==> config.mk <==
export PLATFORM = sky130hd
export DESIGN_NAME = memory_access
export DESIGN_NICKNAME = d
export VERILOG_FILES = /design/src/rtl/memory_access_pkg.sv /design/src/rtl/memory_access_mem_align.sv /design/src/rtl/memory_access.sv
export SDC_FILE = /design/constraint.sdc
export NUM_CORES = 1
export LEC_CHECK = 0
export ABC_CLOCK_PERIOD_IN_PS = 5500
export CAP_MARGIN = 20
export CORE_AREA = 2 2 407 409
export CTS_BUF_LIST = sky130_fd_sc_hd__clkbuf_4 sky130_fd_sc_hd__clkbuf_8 sky130_fd_sc_hd__clkbuf_16
export DETAILED_ROUTE_END_ITERATION = 8
export DIE_AREA = 0 0 409 411
export HOLD_SLACK_MARGIN = 0.08
export SYNTH_ARGS = -nofsm -noshare
export SYNTH_HDL_FRONTEND = slang
export SYNTH_SLANG_ARGS = --single-unit
==> constraint.sdc <==
create_clock -name clk -period 5.5 [get_ports clk]
set_clock_uncertainty 0.1 [all_clocks]
set_input_delay 0.825 -clock clk [delete_from_list [all_inputs] [get_ports clk]]
set_output_delay 0.825 -clock clk [all_outputs]
set_load 0.02 [all_outputs]
==> src/rtl/memory_access_pkg.sv <==
// Shared types for the MEM stage: bus structs, pipeline register structs and op decode helpers.
package memory_access_pkg;

  typedef logic [63:0] word_t;
  typedef logic [63:0] addr_t;
  typedef logic [31:0] counter_t;

  typedef enum logic [1:0] {
    MsizeB = 2'd0,
    MsizeH = 2'd1,
    MsizeW = 2'd2,
    MsizeD = 2'd3
  } msize_t;

  typedef enum logic [3:0] {
    OpAlu, OpBranch, OpJal,
    OpLb, OpLh, OpLw, OpLd, OpLbu, OpLhu, OpLwu,
    OpSb, OpSh, OpSw, OpSd
  } op_t;

  typedef enum logic [1:0] {StIdle, StReq, StDone} mem_state_e;

  localparam logic [3:0] McauseLoadMisalign  = 4'd4;
  localparam logic [3:0] McauseStoreMisalign = 4'd6;

  typedef struct packed {
    logic       valid;
    addr_t      addr;
    msize_t     size;
    logic [7:0] strobe;
    word_t      data;
  } dbus_req_t;

  typedef struct packed {
    logic  addr_ok;
    logic  data_ok;
    word_t data;
  } dbus_resp_t;

  typedef struct packed {
    logic        we;
    logic [11:0] addr;
    word_t       wdata;
  } csr_t;

  typedef struct packed {
    logic       valid;
    logic [3:0] mcause;
    word_t      mtval;
  } trap_t;

  typedef struct packed {
    logic        valid;
    op_t         op;
    logic [31:0] inst;
    addr_t       pc;
    logic [4:0]  rd;
    logic        wen;
    word_t       alu_result;
    word_t       write_mem_data;
    counter_t    inst_counter;
    csr_t        csr;
    logic        jump;
    trap_t       trap;
  } ex_mem_t;

  typedef struct packed {
    logic        valid;
    logic [31:0] inst;
    addr_t       pc;
    logic [4:0]  rd;
    logic        wen;
    word_t       wdata;
    csr_t        csr;
    logic        jump;
    trap_t       trap;
    counter_t    inst_counter;
  } mem_wb_t;

  typedef struct packed {
    logic       enable;
    logic [4:0] dest;
    word_t      data;
  } reg_writer_t;

  function automatic logic is_load(op_t op);
    return op inside {OpLb, OpLh, OpLw, OpLd, OpLbu, OpLhu, OpLwu};
  endfunction

  function automatic logic is_store(op_t op);
    return op inside {OpSb, OpSh, OpSw, OpSd};
  endfunction

  function automatic msize_t op_size(op_t op);
    case (op)
      OpLb, OpLbu, OpSb: return MsizeB;
      OpLh, OpLhu, OpSh: return MsizeH;
      OpLw, OpLwu, OpSw: return MsizeW;
      default:           return MsizeD;
    endcase
  endfunction

endpackage

==> src/rtl/memory_access_mem_align.sv <==
// Combinational lane steering for the data bus: byte strobes, store shift, load extract/extend
// and an alignment check against the access size.
module memory_access_mem_align
  import memory_access_pkg::*;
(
  input  op_t        op,
  input  logic [2:0] offset,
  input  word_t      wdata,
  input  word_t      rdata,
  output msize_t     size,
  output logic [7:0] strobe,
  output word_t      wdata_shifted,
  output word_t      rdata_ext,
  output logic       misaligned
);

  logic [7:0] mask;
  logic [2:0] align_mask;
  word_t      rdata_sh;

  always_comb begin
    size = op_size(op);
    unique case (size)
      MsizeB: begin mask = 8'h01; align_mask = 3'b000; end
      MsizeH: begin mask = 8'h03; align_mask = 3'b001; end
      MsizeW: begin mask = 8'h0f; align_mask = 3'b011; end
      MsizeD: begin mask = 8'hff; align_mask = 3'b111; end
      default: begin mask = 8'hff; align_mask = 3'b111; end
    endcase

    strobe        = mask << offset;
    wdata_shifted = wdata << {offset, 3'b000};
    rdata_sh      = rdata >> {offset, 3'b000};
    misaligned    = (offset & align_mask) != 3'b000;

    unique case (op)
      OpLb:    rdata_ext = {{56{rdata_sh[7]}}, rdata_sh[7:0]};
      OpLh:    rdata_ext = {{48{rdata_sh[15]}}, rdata_sh[15:0]};
      OpLw:    rdata_ext = {{32{rdata_sh[31]}}, rdata_sh[31:0]};
      OpLbu:   rdata_ext = {56'd0, rdata_sh[7:0]};
      OpLhu:   rdata_ext = {48'd0, rdata_sh[15:0]};
      OpLwu:   rdata_ext = {32'd0, rdata_sh[31:0]};
      default: rdata_ext = rdata_sh;
    endcase
  end

endmodule

==> src/rtl/memory_access.sv <==
// MEM pipeline stage: issues loads/stores on the data bus and stalls via ok until the reply lands.
// Optional MEM_MISALIGN_TRAP_EN: misaligned accesses trap instead of reaching the bus.
module memory_access
  import memory_access_pkg::*;
(
  input  logic        clk,
  input  logic        reset,
  input  ex_mem_t     ex_mem_state,
  input  logic        advance,
  output dbus_req_t   dreq,
  input  dbus_resp_t  dresp,
  output mem_wb_t     mem_wb_state,
  output reg_writer_t forward,
  output logic        ok
);

  mem_state_e state_q, state_d;
  counter_t   done_ctr_q, done_ctr_d;
  word_t      rdata_q, rdata_d;

  logic       load_op, store_op, mem_op, misaligned, mis_trap;
  msize_t     size;
  logic [7:0] strobe;
  word_t      wdata_shifted, rdata_ext;

  memory_access_mem_align u_mem_align (
    .op           (ex_mem_state.op),
    .offset       (ex_mem_state.alu_result[2:0]),
    .wdata        (ex_mem_state.write_mem_data),
    .rdata        (rdata_q),
    .size         (size),
    .strobe       (strobe),
    .wdata_shifted(wdata_shifted),
    .rdata_ext    (rdata_ext),
    .misaligned   (misaligned)
  );

  assign load_op  = is_load(ex_mem_state.op);
  assign store_op = is_store(ex_mem_state.op);
  assign mem_op   = ex_mem_state.valid && (load_op || store_op);

`ifdef MEM_MISALIGN_TRAP_EN
  assign mis_trap = mem_op && misaligned;
`else
  logic unused_misaligned;
  assign unused_misaligned = misaligned;
  assign mis_trap          = 1'b0;
`endif

  logic unused_addr_ok;
  assign unused_addr_ok = dresp.addr_ok;

  // done_ctr marks the instruction whose access already completed, so a stalled
  // pipeline never re-issues it.
  always_comb begin
    state_d    = state_q;
    done_ctr_d = done_ctr_q;
    rdata_d    = rdata_q;
    ok         = 1'b0;
    unique case (state_q)
      StIdle: begin
        if (!mem_op || mis_trap) begin
          ok = 1'b1;
        end else if (ex_mem_state.inst_counter != done_ctr_q) begin
          state_d = StReq;
        end
      end
      StReq: begin
        if (dresp.data_ok) begin
          state_d    = StDone;
          rdata_d    = dresp.data;
          done_ctr_d = ex_mem_state.inst_counter;
        end
      end
      StDone: begin
        ok = 1'b1;
        if (advance) state_d = StIdle;
      end
      default: state_d = StIdle;
    endcase
  end

  always_comb begin
    dreq        = '0;
    dreq.valid  = (state_q == StReq);
    dreq.addr   = ex_mem_state.alu_result;
    dreq.size   = size;
    dreq.strobe = strobe;
    dreq.data   = wdata_shifted;

    mem_wb_state              = '0;
    mem_wb_state.valid        = ex_mem_state.valid && ok;
    mem_wb_state.inst         = ex_mem_state.inst;
    mem_wb_state.pc           = ex_mem_state.pc;
    mem_wb_state.rd           = ex_mem_state.rd;
    mem_wb_state.wen          = ex_mem_state.wen && !store_op && !mis_trap;
    mem_wb_state.csr          = ex_mem_state.csr;
    mem_wb_state.jump         = ex_mem_state.jump;
    mem_wb_state.trap         = ex_mem_state.trap;
    mem_wb_state.inst_counter = ex_mem_state.inst_counter;

    if (store_op || mis_trap) begin
      mem_wb_state.wdata = '0;
    end else if (load_op) begin
      mem_wb_state.wdata = rdata_ext;
    end else begin
      mem_wb_state.wdata = ex_mem_state.alu_result;
    end

    if (mis_trap) begin
      mem_wb_state.trap.valid  = 1'b1;
      mem_wb_state.trap.mcause = load_op ? McauseLoadMisalign : McauseStoreMisalign;
      mem_wb_state.trap.mtval  = ex_mem_state.alu_result;
    end

    // ok is only high in DONE for memory ops, so loads forward once data is in hand.
    forward.enable = ex_mem_state.valid && mem_wb_state.wen && (ex_mem_state.rd != 5'd0) && ok;
    forward.dest   = ex_mem_state.rd;
    forward.data   = mem_wb_state.wdata;
  end

  always_ff @(posedge clk) begin
    if (reset) begin
      state_q    <= StIdle;
      done_ctr_q <= '0;
      rdata_q    <= '0;
    end else begin
      state_q    <= state_d;
      done_ctr_q <= done_ctr_d;
      rdata_q    <= rdata_d;
    end
  end

endmodule

==> reports/metrics.cfg <==
[global_routing]
grt_use_met2 = 0.2109
grt_usage = 0.1258
met3_usage = 0.09481
grt_start_max_net_pins = 68
grt_pass1_vias = 11746
grt.busiest_layer = met2
grt_pass1_wl_mm = 136.0
met1_usage = 0.1249
antenna_found_initial = 104
gr-total-overflow = 0

[final_layout]
final_cell_area_um2 = 17520
final_cells = 3890
syn2layout_area_growth_pct = 51.96
utilization = 0.1069
nets = 2165
drive_gt1_frac = 0.1581

[worst_setup_path]
crit_family = buffers and inverters
critPathSlowestCell = clkdlybuf4s50_1
reg2regPathDepth = 5
start_kind = input port
worstPathRequired_ps = 4580
crit_path_end_kind = output port
max_stage_delay_ps = 670
r2r_start = state_q[0]
crit_fanout = 13
cp_num_buf_inv = 4
reg2reg_slack_ps = 3070
path_cells = clkdlybuf4s50_1, inv_1, ha_1, or2_2, a21oi_1, buf_4, and2_1, nand2_1, a21oi_1, clkdlybuf4s50_1
cp.arrival_ps = 4150
worstReg2RegEnd = rdata_q[14]
critPathKind = input port to output port

[route]
drc = 0
dr.pass1.iters = 7
ant_nets = 0
drtIter0Drc = 786
postRouteWirelength_mm = 111.5
wl_per_cell_um = 28.67
drt-vias-per-instance = 3.162
num_vias = 12299

[clock_tree]
cts_tree = yes
clkLatencyLatePin_ps = 370
cts-root-buf = clkbuf_16
htree_levels = 3
ctsResizeCount = 0
clock_sinks = 98
holdBufCountCts = 0
cts_buffer_depth = 2
postCtsSetupRepairBufs = 0
numCtsBuffers = 9
clkTransAtPathRegs_ps = 80

[yosys]
synthArstFlopShare = 0
synth_area_per_cell_um2 = 7.266
yosys.area.top_type = buf_4
ys_seq_area_frac = 0.1701
synth.distinct_cells = 60
synth_edf_count = 0
synth_cells = 1587
syn-num-nets = 2074
synthesis.area_um2 = 11530
ys.warnings.count = 0
ys_ff_latch = 98
synth_top_area_share = 0.2734
synthFlopType = dfxtp_1
synth_area_leaders = buf_4 27%, dfxtp_1 17%, nand2_1 8.6%

[power_and_ir_drop]
leakagePower_nw = 5.765
combPwrFrac = 0.556
power_w = 0.003220
irDropWorstVdd_mv = 0.1372
power_frac_seq = 0.235
netSwitchingPower_w = 0.001386
pwr_density_cell_nw_per_um2 = 183.7
p_clk_frac = 0.209
sw_frac_of_total = 0.4305
p_int_w = 0.001833

[timing]
setup_tns_ps = 0
max_slew.worst_pin.slew_ps = 872.2
fin_crit_ps = 5075
finalMaxSlewViolations = 0
hold_viol = 0
relSlewSlack = 0.4171
timing.final.crit_share = 0.9227
setup_viol_count_final = 0
max_freq_mhz = 197.0
rsz0062_at_grt = no

[place]
placed_area_um2 = 17170
place_congestion = 0.9098
dpl.cell_count = 3856
port_buffers = 551
dp_hpwl_mm = 99.97

[floorplanning]
start_util = 0.07037
die_x_um = 409
io_pins = 1039
die_area_um2 = 168100
rows = 149
core-area_um2 = 163900
fp.dieH_um = 411

[min_path]
hold_path.startpoint = rdata_q[2]
whs_path_depth = 2
whs_endpoint = rdata_q[2]
hp-class = flop to flop

[job]
max-cap-violations = 0

[run_status]
status = finished, final reports clean

-- how the worst max path moves through the flow --
stage / start / endpoint / slack (ps) / cells after the start
5_1_grt: ex_mem_state[410] / mem_wb_state[238] / 250 / 10
3_5_place_dp: ex_mem_state[410] / forward[38] / 380 / 10
2_1_floorplan: ex_mem_state[409] / mem_wb_state[239] / 1470 / 10
6_report: ex_mem_state[410] / mem_wb_state[238] / 430 / 10
3_3_place_gp: ex_mem_state[410] / forward[38] / 380 / 10
4_1_cts: ex_mem_state[410] / forward[38] / 370 / 10
-- power by group through the flow --
stage / Clock [W] / Combinational, W / Sequential [W]
floorplan: 0 / 0.00106 / 0.000762
global placement: 0 / 0.00183 / 0.000771
detailed placement: 0 / 0.00184 / 0.000772
CTS: 0.000688 / 0.00184 / 0.000755
global route: 0.000712 / 0.00190 / 0.000758
finish: 0.000672 / 0.00179 / 0.000756
-- metrics by stage --
step,hold WS [ps],setup slack (ps)
2_1_floorplan,333.4,1472
3_3_place_gp,346.8,384.6
3_5_place_dp,347.2,382.5
4_1_cts,358.9,367.6
5_1_grt,390.6,247.8
6_report,360.2,425.0
-- registers in the layout, summed over array words and instances, names as in the netlist --
signal      count
done_ctr_q     32
rdata_q        64
state_q         2
-- routing by layer --
layer  vias up  share of wire
li1       5196              -
met1      5751           0.34
met2      1026           0.47
met3       224           0.16
met4       102          0.021
met5         -         0.0056
-- synth_stat cells (3+ instances only) --
library cell / number
ha_1: 4
and3_1: 8
xor2_1: 29
buf_1: 7
buf_6: 4
nor4_1: 6
mux2i_1: 68
dfxtp_1: 98
xnor2_1: 4
a311oi_1: 5
or2_2: 4
nor2_1: 78
a31oi_1: 16
clkbuf_1: 85
nand2b_1: 6
a22oi_1: 5
buf_4: 420
mux2_2: 37
o2bb2ai_1: 4
inv_1: 5
a211oi_1: 3
o22ai_1: 15
nand3_1: 3
nand2_1: 264
and2_1: 16
nor2b_1: 12
mux4_2: 32
nor3_1: 6
a21oi_1: 196
a2bb2oi_1: 4
o21ai_0: 99
o211ai_1: 3
buf_2: 8
-- cell families (layout without fill, tap and decap cells) --
kind of cell,after synthesis,count (layout),share of synthesized area
compound gates,371,371,0.1790
xor+xnor,33,33,0.02506
fa+ha+maj,4,4,0.004340
buf+inv,530,626,0.3127
flops,98,98,0.1701
mux,138,138,0.1590
other cells,0,18,0
simple gates,413,413,0.1497
-- tightest hold or removal path, stage by stage, from the launching register on --
cell     delay (ps)
dfxtp_1         320
nand2_1          50
a21oi_1          50
-- area by class of cell --
cell class | count | area [um2]
sequential | 98 | 1962
clock buffer | 9 | 225.2
fill | 18997 | 146300
inverter | 6 | 22.52
multi-input combinational | 959 | 6006
tap | 2189 | 2739
timing repair buffer | 604 | 6442
clock inverter | 7 | 81.33
antenna | 18 | 45.04
-- cell usage in the layout, fill, tap and decap left out, types with 5 or more instances in the layout --
master and count:
nand2_1 263, xor2_1 29, a31oi_1 16, a22oi_1 5, nand2b_1 6, mux2i_1 68, nor2b_1 9, clkbuf_16 9
and2_1 15, buf_4 98, o22ai_1 15, clkdlybuf4s50_1 441, diode_2 18, nor3_1 6, mux4_2 32, a21oi_1 196
a311oi_1 5, nor4_1 6, buf_12 64, and3_1 8, mux2_2 37, dfxtp_1 98, o21ai_0 99, nor2_1 78
No activity file was read; power rests on OpenSTA's default activity.
==> variant, RTL diff (config.mk and constraints unchanged) <==
Make the reset (`reset`) asynchronous in one clocked block.
--- a/src/rtl/memory_access.sv
+++ b/src/rtl/memory_access.sv
@@ -119,7 +119,7 @@
     forward.data   = mem_wb_state.wdata;
   end
 
-  always_ff @(posedge clk) begin
+  always_ff @(posedge clk or posedge reset) begin
     if (reset) begin
       state_q    <= StIdle;
       done_ctr_q <= '0;
Function: differs if reset is asserted again (counterexample within 4 cycles, from zero or initial values and one cycle with reset high); with reset held inactive, the same outputs for 4 cycles.
==> variant against the original RTL <==
Total power is 73% higher. Wire length is 11% higher. Setup slack got worse by 0.099 ns. Area after synthesis rose by 3.0%. Sequential cell count is the same. Cell area is 4.2% higher. Maximum frequency decreased by 1.9%. Synthesized cell count is 15% lower.
==> variant: results (changes against the original RTL) <==
stage	metric	value	unit	change
outcome	status	completed		
global_route	grt met1 use	0.135		+0.00999
layout	clock network share of area	0.0171		-0.000425
routing	vias per inst	2.99		-5.3%
routing	Detailed Route Iter0 Violations	669		-15%
min_path	WHS Path Cells	1		-1
placement	Placed Instance Area	17900	um^2	+4.2%
timing	Min Hold Slack	0.411	ns	+0.0507 ns
synthesis	ys flop type	dfrtp_1		
setup_path	FF-to-FF Start	state_q[0]		
synthesis	post-synthesis async set-or-reset flop share	1.00		+1.00
layout	final std cells w/o fill	3701		-4.9%
placement	Post-Place Worst Slack	0.148	ns	-0.234 ns
placement	DPL Wire Length	112	mm	+12%
pwr	Leak Pwr	6.39	nW	+11%
synthesis	post-synthesis compound-gate area fraction	0.142		-0.0373
global_route	initial antenna violation count	62		-40%
layout	# nets final	1972		-8.9%
setup_path	crit path DAT	4.25	ns	+0.10 ns
layout	share of layout cells above drive strength 1	0.264		+0.106
routing	DR pass1 iterations	5		-2
layout	clk_buf instances	11		+2
timing	Slew HR	0.314		-0.103
setup_path	Max FO, Critical Path	7		-6
setup_path	worst r2r path cells	4		-1
pwr	worst ir drop on vdd	0.000173	V	+26%
global_route	global-route wire length before repair	148	mm	+8.8%
routing	routed length on met3	25.3	mm	+40%
synthesis	mux cell area share after synthesis	0.233		+0.0743
routing	final WL	124	mm	+11%
min_path	hold path endpoint	rdata_q[5]		
setup_path	worst r2r dst	rdata_q[2]		
placement	Placed Cells	3663		-5.0%
layout	sequential cell count	98		unchanged
layout	Antenna diodes	22		+4
setup_path	reg-to-reg slack, setup	2.95	ns	-0.12 ns
routing	Detail Route met2 WL	52.3	mm	+0.39%
layout	signal buffers share of area	0.369		+0.00142
cts	clk_lat worst skew	0.34	ns	-0.03 ns
-- variant: cell count changes in the layout (fill, tap and decap cells not counted), moves of 20 or more --
| cell | change |
|---|---|
| a211oi_1 | +20 |
| a21oi_1 | -141 |
| a21oi_2 | +30 |
| dfrtp_1 | +98 |
| dfxtp_1 | -98 |
| mux2_2 | +102 |
| nand2_1 | -198 |
| o21ai_0 | -25 |
-- variant: worst max path at each step --
stage	endpoint	slack [ns]	depth (start not counted)
finish	forward[57]	0.33	10
detailed placement	forward[57]	0.15	10
CTS	forward[57]	0.12	10
global placement	forward[57]	0.14	10
global route	forward[57]	0.1	10
floorplan	mem_wb_state[179]	1.61	9
-- variant: where the power goes --
part / switching, W / leakage, nW / total (W) / internal, W
clock network: 0.000293 / 0.155 / 0.000671 / 0.000377
registers: 0.000422 / 1.16 / 0.00151 / 0.00108
logic: 0.00181 / 5.07 / 0.00340 / 0.00158
total: 0.00253 / 6.39 / 0.00558 / 0.00305
